File: config.mk
export PLATFORM = sky130hd
export DESIGN_NAME = eth_header_capture
export DESIGN_NICKNAME = d
export VERILOG_FILES = /design/src/rtl/eth_parser_pkg.sv /design/src/rtl/eth_header_capture.sv
export SDC_FILE = /design/constraint.sdc
export NUM_CORES = 1
export LEC_CHECK = 0
export ABC_AREA = 1
export CAP_MARGIN = 10
export CORE_ASPECT_RATIO = 1.4
export CORE_UTILIZATION = 45
export DETAILED_ROUTE_END_ITERATION = 7
export PLACE_DENSITY = 0.75
export SLEW_MARGIN = 20
export SYNTH_ARGS = -nofsm -noshare
export SYNTH_HDL_FRONTEND = slang
export SYNTH_SLANG_ARGS = --single-unit
File: constraint.sdc
create_clock -name clk -period 5.4 [get_ports clk]
set_input_delay 1.08 -clock clk [delete_from_list [all_inputs] [get_ports clk]]
set_output_delay 1.08 -clock clk [all_outputs]
set_load 0.05 [all_outputs]
File: src/rtl/eth_parser_pkg.sv
// Shared types and constants for the Ethernet header parser pipeline.
package eth_parser_pkg;

    typedef logic [7:0] byte_t;

    localparam int ETH_HDR_BYTES     = 18;
    localparam int ETH_MIN_HDR_BYTES = 14;

    typedef enum logic [1:0] {
        CAPTURE = 2'd0,
        EMIT    = 2'd1,
        DRAIN   = 2'd2
    } cap_state_t;

endpackage

File: src/rtl/eth_header_capture.sv
// Captures the first HDR_BYTES bytes of each frame and pulses header_valid.
// Optional ETH_HDR_CAPTURE_STATS_EN adds frame_cnt / runt_cnt statistics outputs.
module eth_header_capture
    import eth_parser_pkg::*;
#(
    parameter int HDR_BYTES     = ETH_HDR_BYTES,
    parameter int MIN_HDR_BYTES = ETH_MIN_HDR_BYTES
) (
    input  logic       clk,
    input  logic       rst_n,
    input  byte_t      in_data,
    input  logic       in_valid,
    input  logic       in_last,
    output logic       in_ready,
    output byte_t      header_bytes [0:HDR_BYTES-1],
    output logic       header_valid,
    output logic [4:0] hdr_len,
    output logic       runt_err
`ifdef ETH_HDR_CAPTURE_STATS_EN
    ,
    output logic [31:0] frame_cnt,
    output logic [15:0] runt_cnt
`endif
);

    localparam logic [4:0] LAST_IDX = 5'(HDR_BYTES - 1);
    localparam logic [4:0] MIN_LEN  = 5'(MIN_HDR_BYTES);
    localparam logic [4:0] FULL_LEN = 5'(HDR_BYTES);

    cap_state_t state_r;
    cap_state_t state_s;
    logic [4:0] cnt_r;
    logic [4:0] cnt_s;
    logic       drain_r;
    logic       drain_s;
    logic       emit_s;
    logic       runt_s;
    logic [4:0] len_s;
    logic       accept_s;
    // Bytes land in a private buffer so a runt never disturbs the published header.
    byte_t      cap_r [0:HDR_BYTES-1];

    assign in_ready = (state_r != EMIT);
    assign accept_s = in_valid && in_ready;

    // Next-state, counter and pulse decode.
    always_comb begin
        state_s = state_r;
        cnt_s   = cnt_r;
        drain_s = drain_r;
        emit_s  = 1'b0;
        runt_s  = 1'b0;
        len_s   = hdr_len;
        case (state_r)
            CAPTURE: begin
                if (accept_s) begin
                    if (cnt_r == LAST_IDX) begin
                        state_s = EMIT;
                        cnt_s   = 5'd0;
                        drain_s = !in_last;
                        emit_s  = 1'b1;
                        len_s   = FULL_LEN;
                    end else if (in_last) begin
                        cnt_s = 5'd0;
                        if ((cnt_r + 5'd1) >= MIN_LEN) begin
                            state_s = EMIT;
                            drain_s = 1'b0;
                            emit_s  = 1'b1;
                            len_s   = cnt_r + 5'd1;
                        end else begin
                            runt_s = 1'b1;
                        end
                    end else begin
                        cnt_s = cnt_r + 5'd1;
                    end
                end else begin
                    cnt_s = cnt_r;
                end
            end
            EMIT: begin
                state_s = drain_r ? DRAIN : CAPTURE;
            end
            DRAIN: begin
                if (accept_s && in_last) begin
                    state_s = CAPTURE;
                end else begin
                    state_s = DRAIN;
                end
            end
            default: begin
                state_s = CAPTURE;
            end
        endcase
    end

    // State, capture buffer and registered outputs.
    always_ff @(posedge clk) begin
        if (!rst_n) begin
            state_r      <= CAPTURE;
            cnt_r        <= 5'd0;
            drain_r      <= 1'b0;
            header_valid <= 1'b0;
            runt_err     <= 1'b0;
            hdr_len      <= 5'd0;
            for (int i = 0; i < HDR_BYTES; i++) begin
                cap_r[i]        <= 8'h00;
                header_bytes[i] <= 8'h00;
            end
        end else begin
            state_r      <= state_s;
            cnt_r        <= cnt_s;
            drain_r      <= drain_s;
            header_valid <= emit_s;
            runt_err     <= runt_s;
            hdr_len      <= len_s;
            if (state_r == CAPTURE && accept_s) begin
                cap_r[cnt_r] <= in_data;
            end
            // Publish: earlier bytes from the buffer, the completing byte live, tail zeroed.
            if (emit_s) begin
                for (int i = 0; i < HDR_BYTES; i++) begin
                    if (5'(i) < cnt_r) begin
                        header_bytes[i] <= cap_r[i];
                    end else if (5'(i) == cnt_r) begin
                        header_bytes[i] <= in_data;
                    end else begin
                        header_bytes[i] <= 8'h00;
                    end
                end
            end
        end
    end

`ifdef ETH_HDR_CAPTURE_STATS_EN
    // Free-running statistics counters, wrapping naturally.
    always_ff @(posedge clk) begin
        if (!rst_n) begin
            frame_cnt <= 32'd0;
            runt_cnt  <= 16'd0;
        end else begin
            if (header_valid) begin
                frame_cnt <= frame_cnt + 32'd1;
            end
            if (runt_err) begin
                runt_cnt <= runt_cnt + 16'd1;
            end
        end
    end
`endif

endmodule
==> metrics.cfg, run 1 <==
[routing]
drt_iter0_markers = 727
wirelength_mm = 28.8
antenna_left = 0
num_vias = 8780
drt-wirelength-per-cell_um = 16.8
vias_per_cell = 5.12
drc = 0
dr.pass1.iters = 5

[synth]
synth_nets = 1261
ys_warn_count = 0
yosys_register_bits = 303
async_flop_share = 0
synth_ff_type = dfxtp_1
ys_seq_area_frac = 0.652
ys_types = 28
synth_edf_count = 144
avgSynthCellArea_um2 = 9.25
syn-cell-area_um2 = 11500
synthCells = 1245

[critical_path]
path_class = input port to flip-flop
critPathArrivalTime_ps = 3680
cp-end-kind = flip-flop
required_ps = 5610
critPathLaunchType = input port
critPathMaxFanout = 76

[grt]
overflow = 0
grt_start_max_net_pins = 95
grt_pass1_vias = 8515
grtUsageTotal = 0.221
antenna_found_initial = 0
grt_first_pass_wirelength_mm = 44.3

[clocking]
htree_levels = 1
ctsResizeCount = 0
clk_pin_slew_ps = 60
post-cts-setup-buffers = 0
cts_tree = yes
cts_made_buffers = 28
cts.sinks = 303
clk_path_buf_depth = 3
clk_latency_ps = 550
cts_hold_buf = 0
cts_root_buffer = clkbuf_16

[sta]
worst_clock_skew_ps = 21.0
period_share = 0.643
rsz0062_at_grt = no
slew_violations = 0
setup_tns_ps = 0
max_freq_mhz = 288
hold_viol_final = 0
finalSetupViolations = 0
slew_headroom = 0.240
worstMarginPinSlew_ps = 1130
period_minus_slack_ps = 3470

[placed_design]
place_inst = 1663
dpl.hpwl_mm = 19.9
gp_congestion = 0.874
io_buffers = 163

[finish]
final_cell_count_no_fill = 1715
diodes = 0
fill_cells = 2079
utilization = 0.567
final_nets = 1394
syn_to_final_growth_pct = 22.8
layout-drive-gt1-share = 0.0457

[die]
core-area_um2 = 24900
dieArea_um2 = 26200
die-height_um = 191
start_util = 0.462
die_w_um = 137
num_rows = 68
ios = 164

[power]
p_total_mw = 4.53
irDropWorstVdd_uv = 237
p_leak_nw = 5.23
powerDensity_nw_per_um2 = 320

[flow_run]
cap_violations = 0

[run_status]
status = completed

[min_path]
hold_path_class = flip-flop to flip-flop

## placed cells by master (no fill, tap or decap), drive strengths merged
cell type      Yosys  routed
xor2               2       2
nand2            146     146
or2                1       1
o21ai            164     164
clkdlybuf4s50      0     162
clkinv             1      12
edfxtp           144     144
nor3              13      13
o22ai              3       3
nand3             19      19
buf               33       8
o32ai              1       1
nor2             452     452
a21oi              4       4
ha                 4       4
dfxtp            159     159
a211oi             2       2
bufinv             0       1
clkbuf            34      38
inv               61      62
o31ai              2       2
clkinvlp           0       1
## synth_stat cells, drive strengths merged, types with 3 or more instances
cell type  number  area [um^2]
a21oi           4         20.0
buf            33          244
clkbuf         34          128
dfxtp         159         3180
edfxtp        144         4320
ha              4         50.1
inv            61          229
nand2         146          553
nand3          19          105
nor2          452         1710
nor3           13         70.1
o21ai         164          821
o22ai           3         18.8
## metrics by stage
step                setup WS (ps)  hold slack (ps)  area (um^2)
finish                       1930              466        14100
detailed placement           1450              460        13200
global route                 1730              502        14100
CTS                          2030              468        14100
global placement             1470              454        13200
floorplan                    2500              430        11500
## critical path, stage by stage
cell,delay (ps)
buf_4,480
nand3_2,570
nor3_1,780
nand2_1,380
nand2_1,380
## layer usage
layer  global-route usage  vias to the layer above  share of wire
met2                0.403                      297           0.53
li1                     -                     4296              -
met1                0.252                     4121           0.37
met4               0.0934                        0          0.037
met5                    0                        -              0
met3               0.0334                       66          0.059
## path summary, 6_finish.rpt
path / start / endpoint / slack [ps] / depth (start not counted)
max: rst_n / cap_r[14][5] / 1930 / 5
min: hdr_len[4] / hdr_len[4] / 470 / 2
max reg2reg: cnt_r[4] / header_bytes[11] / 2100 / 10
min reg2reg: hdr_len[4] / hdr_len[4] / 470 / 2
## cells by family after synthesis
group / Yosys count / synth area share
simple gates: 631 / 0.212
compound gates: 176 / 0.0780
fa+ha+maj: 4 / 0.00435
flops: 303 / 0.652
xor+xnor: 2 / 0.00152
buf+inv: 129 / 0.0525
## power by group
group	switching, mW	total, mW	internal [mW]
Clock	0.851	1.93	1.08
Combinational	0.105	0.133	0.0284
Sequential	0.0179	2.46	2.44
## layout make-up
| type | instances | area (um^2) | share of cell area |
|---|---|---|---|
| clock buffer | 38 | 793 | 0.0561 |
| tap | 315 | 394 | 0.0279 |
| inverter | 62 | 233 | 0.0165 |
| timing repair buffer | 170 | 1690 | 0.120 |
| clock inverter | 14 | 113 | 0.00796 |
| sequential | 303 | 7510 | 0.531 |
| multi-input combinational | 813 | 3410 | 0.241 |
## registers in the layout, indices dropped and copies added, names as in the netlist
signal / count
header_bytes: 144
header_valid: 1
cap_r: 144
cnt_r: 5
hdr_len: 5
drain_r: 1
state_r: 2
runt_err: 1
(Power assumes the default switching activity.)
==> run 2: changes to the inputs <==
==> constraint.sdc (replaced) <==
create_clock -name clk -period 3.35 [get_ports clk]
set_input_delay 0.67 -clock clk [delete_from_list [all_inputs] [get_ports clk]]
set_output_delay 0.67 -clock clk [all_outputs]
set_load 0.05 [all_outputs]
==> run 2 against run 1 <==
Against the previous run:
- total power increased by 59%
- die area did not move
- clock skew down 4.7 ps
- worst hold slack lost 9.9 ps
- global-route usage barely moved
- critical endpoint is now header_bytes[69]
- sequential power is 61% higher
- clock power is 56% higher
- core utilization up 0.44 points
- setup slack got worse by 1400 ps
- cell count increased by 0.76%
==> metrics.cfg, run 2 (synthesis results as in run 1) <==
[routing]
dr.pass1.iters = 5
drc = 0
antenna_left = 0
wirelength_mm = 28.7
drt-wirelength-per-cell_um = 16.6
num_vias = 8903
drt_iter0_markers = 833
vias_per_cell = 5.15

[clocking]
cts.sinks = 303
ctsResizeCount = 0
htree_levels = 1
clk_latency_ps = 550
cts_hold_buf = 0
cts_made_buffers = 27
clk_path_buf_depth = 3
cts_tree = yes
post-cts-setup-buffers = 0
clk_pin_slew_ps = 70
cts_root_buffer = clkbuf_16

[critical_path]
cp-end-kind = flip-flop
path_class = flip-flop to flip-flop
critPathArrivalTime_ps = 3230
critPathLaunchType = flip-flop
required_ps = 3780
critPathMaxFanout = 64

[die]
start_util = 0.462
dieArea_um2 = 26200
ios = 164
num_rows = 68
die-height_um = 191
die_w_um = 137
core-area_um2 = 24900

[sta]
period_minus_slack_ps = 2800
rsz0062_at_grt = no
slew_violations = 0
period_share = 0.836
max_freq_mhz = 357
worstMarginPinSlew_ps = 1130
slew_headroom = 0.242
finalSetupViolations = 0
worst_hold_slack_ps = 456
timing.final.ws_setup_ps = 551
setup_tns_ps = 0
hold_viol_final = 0
worst_clock_skew_ps = 16.3

[grt]
antenna_found_initial = 0
overflow = 0
grt_pass1_vias = 8389
grtUsageTotal = 0.221
grt_start_max_net_pins = 168
grt_first_pass_wirelength_mm = 43.9

[power]
powerDensity_nw_per_um2 = 505
p_leak_nw = 5.29
irDropWorstVdd_uv = 456

[flow_run]
cap_violations = 0

[finish]
reg_top3 = cap_r (144), header_bytes (144)
utilization = 0.572
final_nets = 1408
final_common_cell = nor2_1
final_area_um2 = 14300
syn_to_final_growth_pct = 23.8
layout_common_cells = 450 x nor2_1, 162 x clkdlybuf4s50_1, 159 x dfxtp_1
layout-drive-gt1-share = 0.0531
fill_cells = 2133
diodes = 0

[placed_design]
dpl_cell_area_um2 = 13400
post-place-ws_ps = 306
io_buffers = 163
dpl.hpwl_mm = 19.8
gp_congestion = 0.892

[min_path]
hold_path_class = input port to flip-flop

[run_status]
status = completed

[run 2: changes by cell type in the layout (fill, tap and decap cells not counted), sizes merged]
| cell | before | now |
|---|---|---|
| buf | 8 | 23 |
| bufinv | 1 | 0 |
| clkbuf | 38 | 42 |
| clkinv | 12 | 5 |
| inv | 62 | 64 |
[run 2: final timing paths]
check / from / to / slack (ps) / cells past startpoint
setup / recovery: cnt_r[0] / header_bytes[69] / 550 / 10
hold reg to reg: hdr_len[4] / hdr_len[4] / 460 / 2
setup reg to reg: cnt_r[0] / header_bytes[69] / 550 / 10
hold / removal: rst_n / state_r[0] / 460 / 3
[run 2: layer usage]
layer / track usage / vias up / share of wire
li1: - / 4316 / -
met1: 0.249 / 4169 / 0.37
met2: 0.403 / 342 / 0.53
met3: 0.0239 / 76 / 0.059
met4: 0.115 / 0 / 0.046
met5: 0 / - / 0
[run 2: stage by stage]
step	cells	power, mW
floorplan	1245	4.17
global placement	1678	4.27
detailed placement	1678	4.27
CTS	1728	7.23
global route	1728	7.41
finish	1728	7.20
[run 2: worst max-delay path: stages, from the launching register on]
cell and delay [ps]:
dfxtp_1 510, clkinv_1 290, ha_1 360, inv_1 60, nand2_1 60, nand3_1 90, o21ai_1 270, nand2_4 400
buf_12 340, o21ai_0 240, nor2_1 60
[run 2: cell type report]
type | instances | area (um^2) | area share
inverters | 62 | 233 | 0.0163
repair buffers | 185 | 1840 | 0.129
multi-input cells | 813 | 3410 | 0.239
flip-flops and latches | 303 | 7510 | 0.527
clock inverters | 8 | 56.3 | 0.00395
well taps | 315 | 394 | 0.0276
clock buffers | 42 | 810 | 0.0568
[run 2: where the power goes]
group / internal, mW / total (mW) / switching, mW / leakage [nW]
Clock: 1.68 / 3.01 / 1.33 / 0.430
Sequential: 3.94 / 3.97 / 0.0279 / 2.77
Combinational: 0.0547 / 0.228 / 0.174 / 2.09
Total: 5.67 / 7.20 / 1.53 / 5.29
==> run 3: changes to the inputs <==
==> constraint.sdc (replaced) <==
create_clock -name clk -period 2.59 [get_ports clk]
set_input_delay 0.518 -clock clk [delete_from_list [all_inputs] [get_ports clk]]
set_output_delay 0.518 -clock clk [all_outputs]
set_load 0.05 [all_outputs]
==> run 3 against run 2 <==
Against the previous run:
- clock skew hardly changed
- highest routed layer unchanged
- critical endpoint is now header_bytes[67]
- routed wire length up 2.6%
- setup slack worse by 340 ps
- worst hold slack improved by 5.1 ps
- sequential power up 29%
- total power is 32% higher
- critical path type is now flip-flop to output port
- global-route usage grew 0.55 points
==> metrics.cfg, run 3 (synthesis results as in run 1) <==
[critical_path]
cp_num_buf_inv = 1
timing.rr.start = cnt_r[1]
path_class = flip-flop to output port
crit_path_top_delay_cell = clkdlybuf4s50_1
critPathLaunchType = flip-flop
path_delay_family = buffers and inverters
reg2reg_depth = 11
critPathMaxFanout = 2
critPathArrivalTime_ps = 1860
regToRegSetupSlack_ps = 220
required_ps = 2070
cp_slowest_stage_delay_ps = 860
timing.rr.end = header_bytes[139]
cp-end-kind = output port
crit_chain = clkdlybuf4s50_1

[die]
dieArea_um2 = 26200
num_rows = 68
start_util = 0.462
ios = 164
die-height_um = 191
die_w_um = 137
core-area_um2 = 24900

[power]
swShare = 0.211
irDropWorstVdd_uv = 500
internal-power_mw = 7.53
p_leak_nw = 5.51
pwr-share-seq = 0.538
netSwitchingPower_mw = 2.01
powerDensity_nw_per_um2 = 650
combPwrFrac = 0.034
clockPowerShare = 0.429

[clocking]
cts_root_buffer = clkbuf_16
clk_latency_ps = 550
ctsResizeCount = 0
clk_pin_slew_ps = 70
htree_levels = 1
cts_tree = yes
cts_hold_buf = 0
cts.sinks = 303
post-cts-setup-buffers = 0
cts_made_buffers = 28
clk_path_buf_depth = 3

[routing]
vias_per_cell = 5.12
drt-wirelength-per-cell_um = 16.7
dr.pass1.iters = 6
antenna_left = 0
wirelength_mm = 29.5
num_vias = 9051
drt_iter0_markers = 710
drc = 0

[finish]
diodes = 0
final_common_cell = nor2_1
final_nets = 1448
utilization = 0.589
layout-drive-gt1-share = 0.0812
multi_input_area_um2 = 3410
layout_common_cells = 450 x nor2_1, 162 x clkdlybuf4s50_1, 159 x dfxtp_1
fill_cells = 2066
seqCellArea_um2 = 7510
syn_to_final_growth_pct = 27.4
reg_top3 = cap_r (144), header_bytes (144)

[grt]
grt_first_pass_wirelength_mm = 45.3
antenna_found_initial = 0
grt_pass1_vias = 8724
overflow = 0
grtUsageTotal = 0.226
grt_start_max_net_pins = 147

[sta]
period_share = 0.918
setup_tns_ps = 0
slew_headroom = 0.567
worst_clock_skew_ps = 16.7
max_freq_mhz = 421
finalSetupViolations = 0
period_minus_slack_ps = 2380
rsz0062_at_grt = no
worstMarginPinSlew_ps = 646
hold_viol_final = 0
slew_violations = 0

[run_status]
status = completed

[min_path]
whs_endpoint = hdr_len[4]
hold_path_class = flip-flop to flip-flop
hp-start = hdr_len[4]
worstHoldPathCells = 2

[placed_design]
gp_congestion = 0.857
io_buffers = 163
dpl.hpwl_mm = 20.6

[flow_run]
cap_violations = 0

==> run 3: routing by layer <==
| metal | part of all wire | track usage | routed length, um |
|---|---|---|---|
| met1 | 0.37 | 0.258 | 10800 |
| met2 | 0.53 | 0.419 | 15700 |
| met3 | 0.060 | 0.0270 | 1780 |
| met4 | 0.038 | 0.0938 | 1110 |
| met5 | 0 | 0 | 0 |
==> run 3: power by group through the flow <==
stage | combinational [mW] | sequential [mW] | clock, mW
after floorplan | 0.175 | 5.22 | 0
after global placement | 0.315 | 5.23 | 0
after detailed placement | 0.321 | 5.23 | 0
after CTS | 0.323 | 5.13 | 4.13
after global routing | 0.351 | 5.13 | 4.29
final | 0.322 | 5.13 | 4.09
==> run 3: how the worst max path moves through the flow <==
stage               slack [ps]  cells past startpoint             start                 to
finish                     210                      1  header_bytes[67]   header_bytes[67]
global route                50                     11          cnt_r[1]  header_bytes[139]
global placement           170                      7          in_valid        cap_r[0][2]
CTS                        210                      1  header_bytes[67]   header_bytes[67]
detailed placement         110                      7          in_valid        cap_r[0][5]
floorplan                  250                      5             rst_n       cap_r[16][0]
==> run 3: cell type report <==
cell class	count	area share
sequential	303	0.512
timing repair buffer	224	0.150
multi-input combinational	813	0.233
tap	315	0.0269
clock inverter	13	0.00639
clock buffer	39	0.0569
inverter	62	0.0159
==> run 3: metrics by stage <==
stage | hold slack (ps) | std cells | setup slack (ps) | cell area (um^2) | power (mW)
2_1_floorplan | 430 | 1245 | 249 | 11500 | 5.39
3_3_place_gp | 448 | 1717 | 169 | 13700 | 5.55
3_5_place_dp | 452 | 1717 | 107 | 13700 | 5.56
4_1_cts | 462 | 1769 | 211 | 14700 | 9.58
5_1_grt | 490 | 1769 | 49.7 | 14700 | 9.77
6_report | 461 | 1769 | 214 | 14700 | 9.54
